<file path="src/rtl/regfile_bypass_pkg.sv">
// Shared definitions for the register file with write bypass.
// Contents:
//   RF_DATA_W / RF_ADDR_W / RF_NUM_RD - default register width, index width and read-port count
//   RF_DEPTH                          - number of entries implied by the default index width
//   rf_state_e                        - two-state controller encoding (clear sweep / normal run)
package regfile_bypass_pkg;

  localparam int unsigned RF_DATA_W = 32;
  localparam int unsigned RF_ADDR_W = 5;
  localparam int unsigned RF_NUM_RD = 2;
  localparam int unsigned RF_DEPTH  = 1 << RF_ADDR_W;

  typedef enum logic {
    RF_ST_CLEAR = 1'b0,
    RF_ST_RUN   = 1'b1
  } rf_state_e;

endpackage

</file>
<file path="src/rtl/regfile_bypass_scoreboard.sv">
// rf_scoreboard: per-register pending-write tracking.
// A bit is set when an instruction issues with that destination and cleared
// when writeback writes it. Entry 0 never becomes busy.
// Ports:
//   clk, rst       - clock, synchronous active-high reset (clears every bit)
//   en_i           - high only in normal operation; gates updates and lookups
//   iss_valid_i    - issue with destination iss_rd_i
//   we_i, wa_i     - writeback enable and index
//   rd_addr_i      - packed read indices, NUM_RD x ADDR_W
//   rd_busy_o      - per-port busy flag (masked when the same index is being written)
module rf_scoreboard #(
  parameter int unsigned ADDR_W = 5,
  parameter int unsigned NUM_RD = 2
) (
  input  logic                     clk,
  input  logic                     rst,
  input  logic                     en_i,
  input  logic                     iss_valid_i,
  input  logic [ADDR_W-1:0]        iss_rd_i,
  input  logic                     we_i,
  input  logic [ADDR_W-1:0]        wa_i,
  input  logic [NUM_RD*ADDR_W-1:0] rd_addr_i,
  output logic [NUM_RD-1:0]        rd_busy_o
);

  localparam int unsigned DEPTH = 1 << ADDR_W;

  logic [DEPTH-1:0] busy_q;
  logic [DEPTH-1:0] busy_d;

  always_comb begin
    busy_d = busy_q;
    if (en_i) begin
      for (int i = 1; i < DEPTH; i++) begin
        // Clear first, then set: a new producer supersedes the retiring one.
        if (we_i && (wa_i == ADDR_W'(i))) busy_d[i] = 1'b0;
        if (iss_valid_i && (iss_rd_i == ADDR_W'(i))) busy_d[i] = 1'b1;
      end
    end
    busy_d[0] = 1'b0;
  end

  always_ff @(posedge clk) begin
    if (rst) begin
      busy_q <= '0;
    end else begin
      busy_q <= busy_d;
    end
  end

  // A port being written this cycle sees the bypassed value, so it is not busy.
  for (genvar g = 0; g < NUM_RD; g++) begin : g_lookup
    logic [ADDR_W-1:0] addr;
    assign addr         = rd_addr_i[g*ADDR_W +: ADDR_W];
    assign rd_busy_o[g] = en_i && busy_q[addr] && !(we_i && (wa_i == addr));
  end

endmodule

</file>
<file path="src/rtl/regfile_bypass.sv">
// regfile_bypass: general-purpose register file for the integer pipeline.
// One write port with same-cycle write-to-read bypass, NUM_RD combinational
// read ports, a pending-write scoreboard, and a clear sweep after reset that
// writes zero to every entry, one per cycle.
// Ports:
//   clk, rst            - clock, synchronous active-high reset
//   init_done           - high once the clear sweep has finished (normal operation)
//   rd_addr / rd_data   - packed read indices / data, port i at slice i
//   rd_busy             - port i index has a pending write
//   we, wa, wd          - writeback port (index 0 is discarded)
//   iss_valid, iss_rd   - issue of an instruction with a destination register
//   dbg_state           - controller state, for observation only
// Interfaces here are plain strobes: there is no valid/ready back-pressure;
// upstream holds issue until init_done is high.
module regfile_bypass
  import regfile_bypass_pkg::*;
#(
  parameter int unsigned DATA_W = RF_DATA_W,
  parameter int unsigned ADDR_W = RF_ADDR_W,
  parameter int unsigned NUM_RD = RF_NUM_RD
) (
  input  logic                     clk,
  input  logic                     rst,
  output logic                     init_done,
  input  logic [NUM_RD*ADDR_W-1:0] rd_addr,
  output logic [NUM_RD*DATA_W-1:0] rd_data,
  output logic [NUM_RD-1:0]        rd_busy,
  input  logic                     we,
  input  logic [ADDR_W-1:0]        wa,
  input  logic [DATA_W-1:0]        wd,
  input  logic                     iss_valid,
  input  logic [ADDR_W-1:0]        iss_rd,
  output rf_state_e                dbg_state
);

  localparam int unsigned DEPTH = 1 << ADDR_W;
  localparam logic [ADDR_W-1:0] LAST_IDX = '1;

  rf_state_e         state_q, state_d;
  logic [ADDR_W-1:0] clr_idx_q, clr_idx_d;
  logic [DATA_W-1:0] rf_q [DEPTH];

  logic sweep_we;
  logic run;
  logic wr_en;

  // A cycle with rst high behaves as CLEAR even if the register still says RUN.
  assign sweep_we  = (state_q == RF_ST_CLEAR) && !rst;
  assign run       = (state_q == RF_ST_RUN) && !rst;
  assign wr_en     = run && we && (wa != '0);
  assign init_done = run;
  assign dbg_state = state_q;

  always_comb begin
    state_d   = state_q;
    clr_idx_d = clr_idx_q;
    case (state_q)
      RF_ST_CLEAR: begin
        clr_idx_d = clr_idx_q + 1'b1;
        if (clr_idx_q == LAST_IDX) begin
          state_d   = RF_ST_RUN;
          clr_idx_d = '0;
        end
      end
      RF_ST_RUN: begin
        state_d = RF_ST_RUN;
      end
      default: begin
        state_d   = RF_ST_CLEAR;
        clr_idx_d = '0;
      end
    endcase
  end

  always_ff @(posedge clk) begin
    if (rst) begin
      state_q   <= RF_ST_CLEAR;
      clr_idx_q <= '0;
    end else begin
      state_q   <= state_d;
      clr_idx_q <= clr_idx_d;
    end
  end

  // Storage has no reset of its own; the sweep provides the zero state.
  always_ff @(posedge clk) begin
    if (sweep_we) begin
      rf_q[clr_idx_q] <= '0;
    end else if (wr_en) begin
      rf_q[wa] <= wd;
    end
  end

  for (genvar g = 0; g < NUM_RD; g++) begin : g_rd
    logic [ADDR_W-1:0] addr;
    assign addr = rd_addr[g*ADDR_W +: ADDR_W];
    assign rd_data[g*DATA_W +: DATA_W] =
      (!run || (addr == '0)) ? '0 :
      (we && (wa == addr))   ? wd :
                               rf_q[addr];
  end

  rf_scoreboard #(
    .ADDR_W (ADDR_W),
    .NUM_RD (NUM_RD)
  ) u_scoreboard (
    .clk         (clk),
    .rst         (rst),
    .en_i        (run),
    .iss_valid_i (iss_valid),
    .iss_rd_i    (iss_rd),
    .we_i        (we),
    .wa_i        (wa),
    .rd_addr_i   (rd_addr),
    .rd_busy_o   (rd_busy)
  );

endmodule
</file>
<file path="config.mk">
export PLATFORM = sky130hd
export DESIGN_NAME = regfile_bypass
export DESIGN_NICKNAME = d
export VERILOG_FILES = /design/src/rtl/regfile_bypass_pkg.sv /design/src/rtl/regfile_bypass_scoreboard.sv /design/src/rtl/regfile_bypass.sv
export SDC_FILE = /design/constraint.sdc
export NUM_CORES = 1
export LEC_CHECK = 0
export CAP_MARGIN = 25
export CORE_UTILIZATION = 40
export DETAILED_ROUTE_END_ITERATION = 12
export GPL_TIMING_DRIVEN = 0
export PLACE_DENSITY = 0.68
export SYNTH_ARGS = -nofsm -noshare
export SYNTH_HDL_FRONTEND = slang
export SYNTH_HIERARCHICAL = 1
export SYNTH_SLANG_ARGS = --single-unit
</file>
<file path="constraint.sdc">
create_clock -name clk -period 7.4 [get_ports clk]
set_input_delay 1.11 -clock clk [delete_from_list [all_inputs] [get_ports clk]]
set_output_delay 1.11 -clock clk [all_outputs]
set_load 0.02 [all_outputs]
</file>
==> results of run 1 <==
-- sequential cells by signal (all words and copies together) (netlist names) --
register / count
dbg_state: 1
clr_idx_q: 5
u_scoreboard/busy_q: 31
rf_q: 1024
-- through the flow --
step	TNS, ps	instances	cell area [um2]	worst slack [ps]	hold slack, ps
finish	0	4902	58700	470	493
global route	0	4901	58700	575	514
global placement	-57670	4634	53500	-300	484
detailed placement	0	4688	54900	690	483
floorplan	0	2880	50300	3300	453
CTS	0	4879	58300	642	492
-- cell type report --
class | instances | area [um2] | share of cell area, %
timing repair buffer | 193 | 2590 | 4.42
clock buffer | 124 | 2740 | 4.67
tap | 1637 | 2050 | 3.49
clock inverter | 67 | 701 | 1.19
multi-input combinational | 1573 | 17900 | 30.5
sequential | 1061 | 31500 | 53.7
inverter | 6 | 22.5 | 0.0384
buffer | 240 | 1160 | 1.97
antenna | 1 | 2.50 | 0.00427
-- layer usage --
metal  routed length, um  up-vias  GRT usage [%]
li1                    -    12772              -
met5                  39        -              0
met4               11200        4           15.2
met1               62600    17194           35.7
met3               25600      593           9.02
met2               79300     2873           41.5
-- layout by cell type, fill, tap and decap left out, drive strengths merged, types with 10 or more instances in the layout --
| cell type | count |
|---|---|
| dfxtp | 37 |
| mux2i | 263 |
| o21ai | 46 |
| clkbuf | 247 |
| inv | 10 |
| a211oi | 16 |
| edfxtp | 1024 |
| o2111ai | 21 |
| clkinv | 45 |
| o22ai | 28 |
| mux4 | 423 |
| a31oi | 33 |
| nor3 | 28 |
| bufinv | 13 |
| buf | 193 |
| nand2b | 14 |
| a22o | 65 |
| nor2b | 16 |
| a221oi | 10 |
| a21oi | 129 |
| nand2 | 123 |
| nor2 | 52 |
| and2 | 35 |
| a22oi | 124 |
| clkdlybuf4s50 | 117 |
| nand3 | 48 |
| xnor2 | 18 |
| o221ai | 26 |
-- path summary, 6_finish.rpt --
path              slack (ps)                                 start                                   end  cells past startpoint
hold / removal           490  u_scoreboard/busy_q[18]$_SDFFE_PP0P_  u_scoreboard/busy_q[18]$_SDFFE_PP0P_                      2
setup reg to reg        3990                  dbg_state$_SDFF_PP0_                 rf_q[27][3]$_DFFE_PP_                      6
setup / recovery         470                            rd_addr[7]                           rd_data[35]                      8
hold reg to reg          490  u_scoreboard/busy_q[18]$_SDFFE_PP0P_  u_scoreboard/busy_q[18]$_SDFFE_PP0P_                      2
-- logic make-up (layout without fill, tap and decap cells) --
logic type	after synthesis	after routing	share of synthesized area [%]
and+or+nand+nor	349	349	3.40
DFF	1061	1061	62.6
adders and majority gates	2	2	0.0497
AOI/OAI and AO/OA	513	513	6.98
xor gates and xnor gates	20	20	0.348
other	0	1	0
buffers and inverters	246	630	2.34
muxes	689	689	24.3
-- tightest hold or removal path, stage by stage (launching register included) --
cell and delay, ps:
dfxtp_1 320, o21ai_0 70, a21oi_1 60
-- report_power, final --
group | internal [mW] | switching, mW
Clock | 3.10 | 2.35
Sequential | 6.52 | 0.0159
Combinational | 0.342 | 0.636
==> results.md, run 1 <==
- Layout cells sized above 1: around a quarter
- Maximum VDD drop: 205 uV
- Starting Density: ~40%
- Syn nets: 2938
- Height of the die: 357 um
- Total power: 13.0 mW
- Post-CTS setup buffers: 0
- Clock sink count: around 1100
- Hold Buf Count CTS: 0
- CTS resizes: 0
- Max FO, Critical Path: 10
- Die ar.: between 0.1 and 0.15 mm2
- Rel. slew slack: between 20% and 30%
- Initial antenna violation count: 5
- Area Growth Syn to Fin: 16.6%
- Post-synth top cells: 1024 x edfxtp_1, 418 x mux4_2, 263 x mux2i_1
- Yosys Warn Count: 6
- 1st-pass router iterations: 8
- Power Dens Cells: around 220 mW/mm2
- Post-synth EDFFs: between 1000 and 1500
- Residual DRC count: 0
- Reg clk slew, reported paths: 60 ps
- Crit-path most repeated cell: clkdlybuf4s50_1
- FP Rows: approximately 130
- Worst Path Arrival: between 5000 and 6000 ps
- Syn_area_per_cell: roughly 17 um2
- Crit path time final: 6930 ps
- Most numerous cell in the Yosys netlist: edfxtp_1
- Sequential element share of the synthesized area: ~63%
- Initial DRC Count: around 5600
- Worst setup EP type: output port
- Crit-path cells: clkdlybuf4s50_1 > nor2_2 > nor4b_1 > a211o_1 > clkbuf_1 > a21oi_1 > a22o_1 > clkdlybuf4s50_1
- HPWL after DPL: between 100000 and 150000 um
- Ys flop type: edfxtp_1
- Io pins: approximately 120
- Post-Synthesis Cells: between 2000 and 3000
- Fin. Hold Viols: 0
- Core area: 0.124 mm2
- Quantity of I/O buffers inserted on ports: approximately 120
- WL per Instance: around 36 um
- Share of the synthesized area in the top cell type: 61.1%
- Max H-tree Level: 3
- Largest stage delay, worst path: 930 ps
- Max Freq: approximately 140 MHz
- Core Util, Final: between 40% and 50%
- All-layer global routing usage: 27.7%
- CP max-delay cell: clkbuf_1
- Slew Limit Fails: 0
- Final GP Congestion: approximately 0.96
- Routed Antenna Nets: 0
- Clock latency on the worst-skew pair: 700 ps
- Cell area after synthesis: slightly above 0.05 mm2
- Flops & latches, synth: 1061
- Outcome: finished clean
- Crit path launch type: input pin
- Netlist cell types: slightly above 60
- Total leakage power: 20.4 nW
- DR vias: between 30000 and 40000
- CTS tree: yes
- Critical path type: in -> out
- Root Driver: clkbuf_16
- Die Wd: 357 um
- Yosys top cell by area: edfxtp_1
- Worst slew pin tran: about 1200 ps
- Final nets: approximately 3200
- Final setup vio count: 0
- Total CTS buffers: 104
- Largest delay share family, worst path: buffers and inverters
- Fin crit share: between 90% and 100%
- Total gr overflow: 0
- Fillers: between 10000 and 15000
- Final wirelength: roughly 180000 um
- RSZ-0062 raised after global routing: no
- First-pass GRT wire length: 245000 um
- Skew final: roughly 50 ps
- Hold crit path type: reg -> reg
- Max-Cap Viols: 0
- Synth area leaders: edfxtp_1 61%, mux4_2 19%, mux2i_1 5.2%
- Required time of the critical path: 6290 ps
- Vias in the first global route: between 30000 and 40000
- Largest net degree at the start of global routing: 33
- Fraction of registers with async set/reset: 0%
- Vias per Instance: 6.82
- CTS max path bufs: 3
- Crit path buffers/inverters: 3
No activity file was read; power rests on OpenSTA's default activity.
==> inputs of run 2 (changes only) <==
--- a/config.mk
+++ b/config.mk
@@ -6,10 +6,12 @@
 export NUM_CORES = 1
 export LEC_CHECK = 0
 export CAP_MARGIN = 25
+export CELL_PAD_IN_SITES_DETAIL_PLACEMENT = 1
+export CELL_PAD_IN_SITES_GLOBAL_PLACEMENT = 1
 export CORE_UTILIZATION = 40
 export DETAILED_ROUTE_END_ITERATION = 12
 export GPL_TIMING_DRIVEN = 0
-export PLACE_DENSITY = 0.68
+export PLACE_DENSITY = 0.74
 export SYNTH_ARGS = -nofsm -noshare
 export SYNTH_HDL_FRONTEND = slang
 export SYNTH_HIERARCHICAL = 1
==> run 2 against run 1 <==
  * Sequential share of layout area decreased by 0.26 points
  * Global-route usage rose by 2.3 points
  * Worst hold slack improved by 5.4 ps
  * Sequential cell count unchanged
  * Largest cell class unchanged
  * Critical path depth up 3
  * Combinational power grew 0.7%
  * Die area stayed put
  * Register-to-register slack got worse by 270 ps
  * Highest routed layer unchanged
  * Clock-buffer cell count rose by 6
  * First-iteration DRC count fell by 7.2%
  * Worst setup slack worse by 10 ps
==> results.md, run 2 (synthesis gave the netlist of run 1 again) <==
- Final setup vio count: 0 (unchanged)
- Most frequent cells in the layout: 1024 x edfxtp_1, 418 x mux4_2, 263 x mux2i_1 (unchanged)
- Crit path time final: 6940 ps (was 6930 ps)
- Vias in the first global route: 34118 (was 32119)
- Register area: 0.0315 mm2 (unchanged)
- Skew final: 23.5 ps (was 50.3 ps)
- Fin crit share: 93.8% (was 93.7%)
- Pre-CTS WS: 613 ps (was 690 ps)
- Total leakage power: 20.6 nW (was 20.4 nW)
- Maximum VDD drop: 258 uV (was 205 uV)
- All-layer global routing usage: 30.0% (was 27.7%)
- Power Dens Cells: 227 mW/mm2 (was 221 mW/mm2)
- Critical path type: in -> out (unchanged)
- Starting Density: 40.5% (unchanged)
- Core area: 0.124 mm2 (unchanged)
- Max-Cap Viols: 0 (unchanged)
- Layout cells sized above 1: 25.0% (was 24.7%)
- Most flops, register: rf_q (unchanged)
- Worst hold path stage count: 2 (unchanged)
- Total gr overflow: 0 (unchanged)
- Slew Limit Fails: 0 (unchanged)
- Max H-tree Level: 3 (unchanged)
- Worst hold slack: 498 ps (was 493 ps)
- Crit-path most repeated cell: buf_6 (was clkdlybuf4s50_1)
- Io pins: 124 (unchanged)
- Quantity of I/O buffers inserted on ports: 117 (unchanged)
- Outcome: finished clean (unchanged)
- Critical Path Stages: 11 (was 8)
- Initial antenna violation count: 14 (was 5)
- Accumulated negative setup slack: 0 ps (unchanged)
- Placed inst area: 0.0549 mm2 (about the same)
- DR vias: 33901 (was 33436)
- Rel. slew slack: 18.1% (was 21.5%)
- Final wirelength: 193000 um (was 179000 um)
- Core Util, Final: 47.4% (was 47.2%)
- Initial DRC Count: 5180 (was 5581)
- Commonest non-fill, non-tap cell in the layout: edfxtp_1 (unchanged)
- CTS resizes: 0 (unchanged)
- Worst Path Arrival: 5830 ps (was 5820 ps)
- Multi-input logic area: 0.0179 mm2 (unchanged)
- Worst setup EP type: output port (unchanged)
- Crit path launch type: input pin (unchanged)
- Crit-path cells: clkdlybuf4s50_1 > buf_6 > buf_6 > buf_6 > nor2b_1 > clkbuf_1 > a22oi_1 > a21oi_1 > a211oi_1 > a22o_1 > clkdlybuf4s50_1 (was clkdlybuf4s50_1 > nor2_2 > nor4b_1 > a211o_1 > clkbuf_1 > a21oi_1 > a22o_1 > clkdlybuf4s50_1)
- FP Rows: 129 (unchanged)
- Vias per Instance: 6.89 (was 6.82)
- Hold Buf Count CTS: 0 (unchanged)
- Worst slew pin tran: 1220 ps (was 1180 ps)
- Die ar.: 0.127 mm2 (unchanged)
- Clock sink count: 1061 (unchanged)
- Biggest regs: rf_q x1024, u_scoreboard/busy_q x31, clr_idx_q x5 (unchanged)
- Fin. Hold Viols: 0 (unchanged)
- Post-CTS setup buffers: 0 (unchanged)
- Largest stage delay, worst path: 930 ps (about the same)
- Final Instance Area: 0.0589 mm2 (was 0.0587 mm2)
- Largest net degree at the start of global routing: 33 (unchanged)
- Max Freq: 144 MHz (about the same)
- CP max-delay cell: a211oi_1 (was clkbuf_1)
- CTS tree: yes (unchanged)
- Root Driver: clkbuf_16 (unchanged)
- Final worst setup slack: 459 ps (was 470 ps)
- Residual DRC count: 0 (unchanged)
- Final GP Congestion: 0.931 (was 0.957)
- Height of the die: 357 um (unchanged)
- Max FO, Critical Path: 10 (unchanged)
- Reg clk slew, reported paths: 60 ps (about the same)
- HPWL after DPL: 132000 um (was 121000 um)
- Crit path buffers/inverters: 6 (was 3)
- Die Wd: 357 um (unchanged)
- Hold crit path type: reg -> reg (unchanged)
- 1st-pass router iterations: 7 (was 8)
- Fillers: 11712 (was 10399)
- WL per Instance: 39.2 um (was 36.5 um)
- Max FFs per register: 1024 (unchanged)
- Largest delay share family, worst path: buffers and inverters (unchanged)
- Area Growth Syn to Fin: 17.2% (was 16.6%)
- Clock latency on the worst-skew pair: 700 ps (about the same)
- Required time of the critical path: 6290 ps (about the same)
- First-pass GRT wire length: 264000 um (was 245000 um)
- Worst reg2reg path depth: 7 (was 6)
- Routed Antenna Nets: 0 (unchanged)
- CTS max path bufs: 3 (unchanged)
- Final nets: 3245 (was 3237)
- Total CTS buffers: 108 (was 104)
- RSZ-0062 raised after global routing: no (unchanged)
==> run 2: tightest hold or removal path, stage by stage (launching register included) <==
cell and delay [ps]:
dfxtp_1 320, o21ai_0 70, a21oi_1 60
==> run 2: layout make-up <==
| cell class | count | area share (%) |
|---|---|---|
| Clock buffer | 130 | 4.83 |
| Sequential cell | 1061 | 53.4 |
| Antenna cell | 2 | 0.00849 |
| Timing Repair Buffer | 197 | 4.43 |
| Inverter | 6 | 0.0382 |
| Buffer | 240 | 1.96 |
| Multi-Input combinational cell | 1573 | 30.4 |
| Clock inverter | 72 | 1.46 |
| Tap cell | 1637 | 3.47 |
==> run 2: stage by stage <==
step,std cells,total power [mW]
after CTS,4897,13.3
final,4918,13.4
after detailed placement,4695,7.61
after global routing,4917,13.6
after global placement,4634,7.57
after floorplan,2880,7.20
==> run 2: worst paths after layout <==
check / start / end / slack [ps]
max reg2reg: dbg_state$_SDFF_PP0_ / rf_q[14][12]$_DFFE_PP_ / 3720
max: rd_addr[0] / rd_data[6] / 460
min reg2reg: u_scoreboard/busy_q[27]$_SDFFE_PP0P_ / u_scoreboard/busy_q[27]$_SDFFE_PP0P_ / 500
min: u_scoreboard/busy_q[27]$_SDFFE_PP0P_ / u_scoreboard/busy_q[27]$_SDFFE_PP0P_ / 500
==> run 2: layer usage <==
layer / GRT usage [%] / up-vias / wire length (um)
met4: 18.8 / 6 / 13600
met3: 9.43 / 628 / 25600
li1: - / 12814 / -
met5: 0 / - / 37
met2: 45.1 / 2672 / 86200
met1: 37.7 / 17781 / 67400
==> run 2: power by group <==
group | switching (mW) | internal (mW) | total [mW]
logic | 0.643 | 0.342 | 0.985
registers | 0.0169 | 6.52 | 6.54
clock network | 2.47 | 3.40 | 5.88
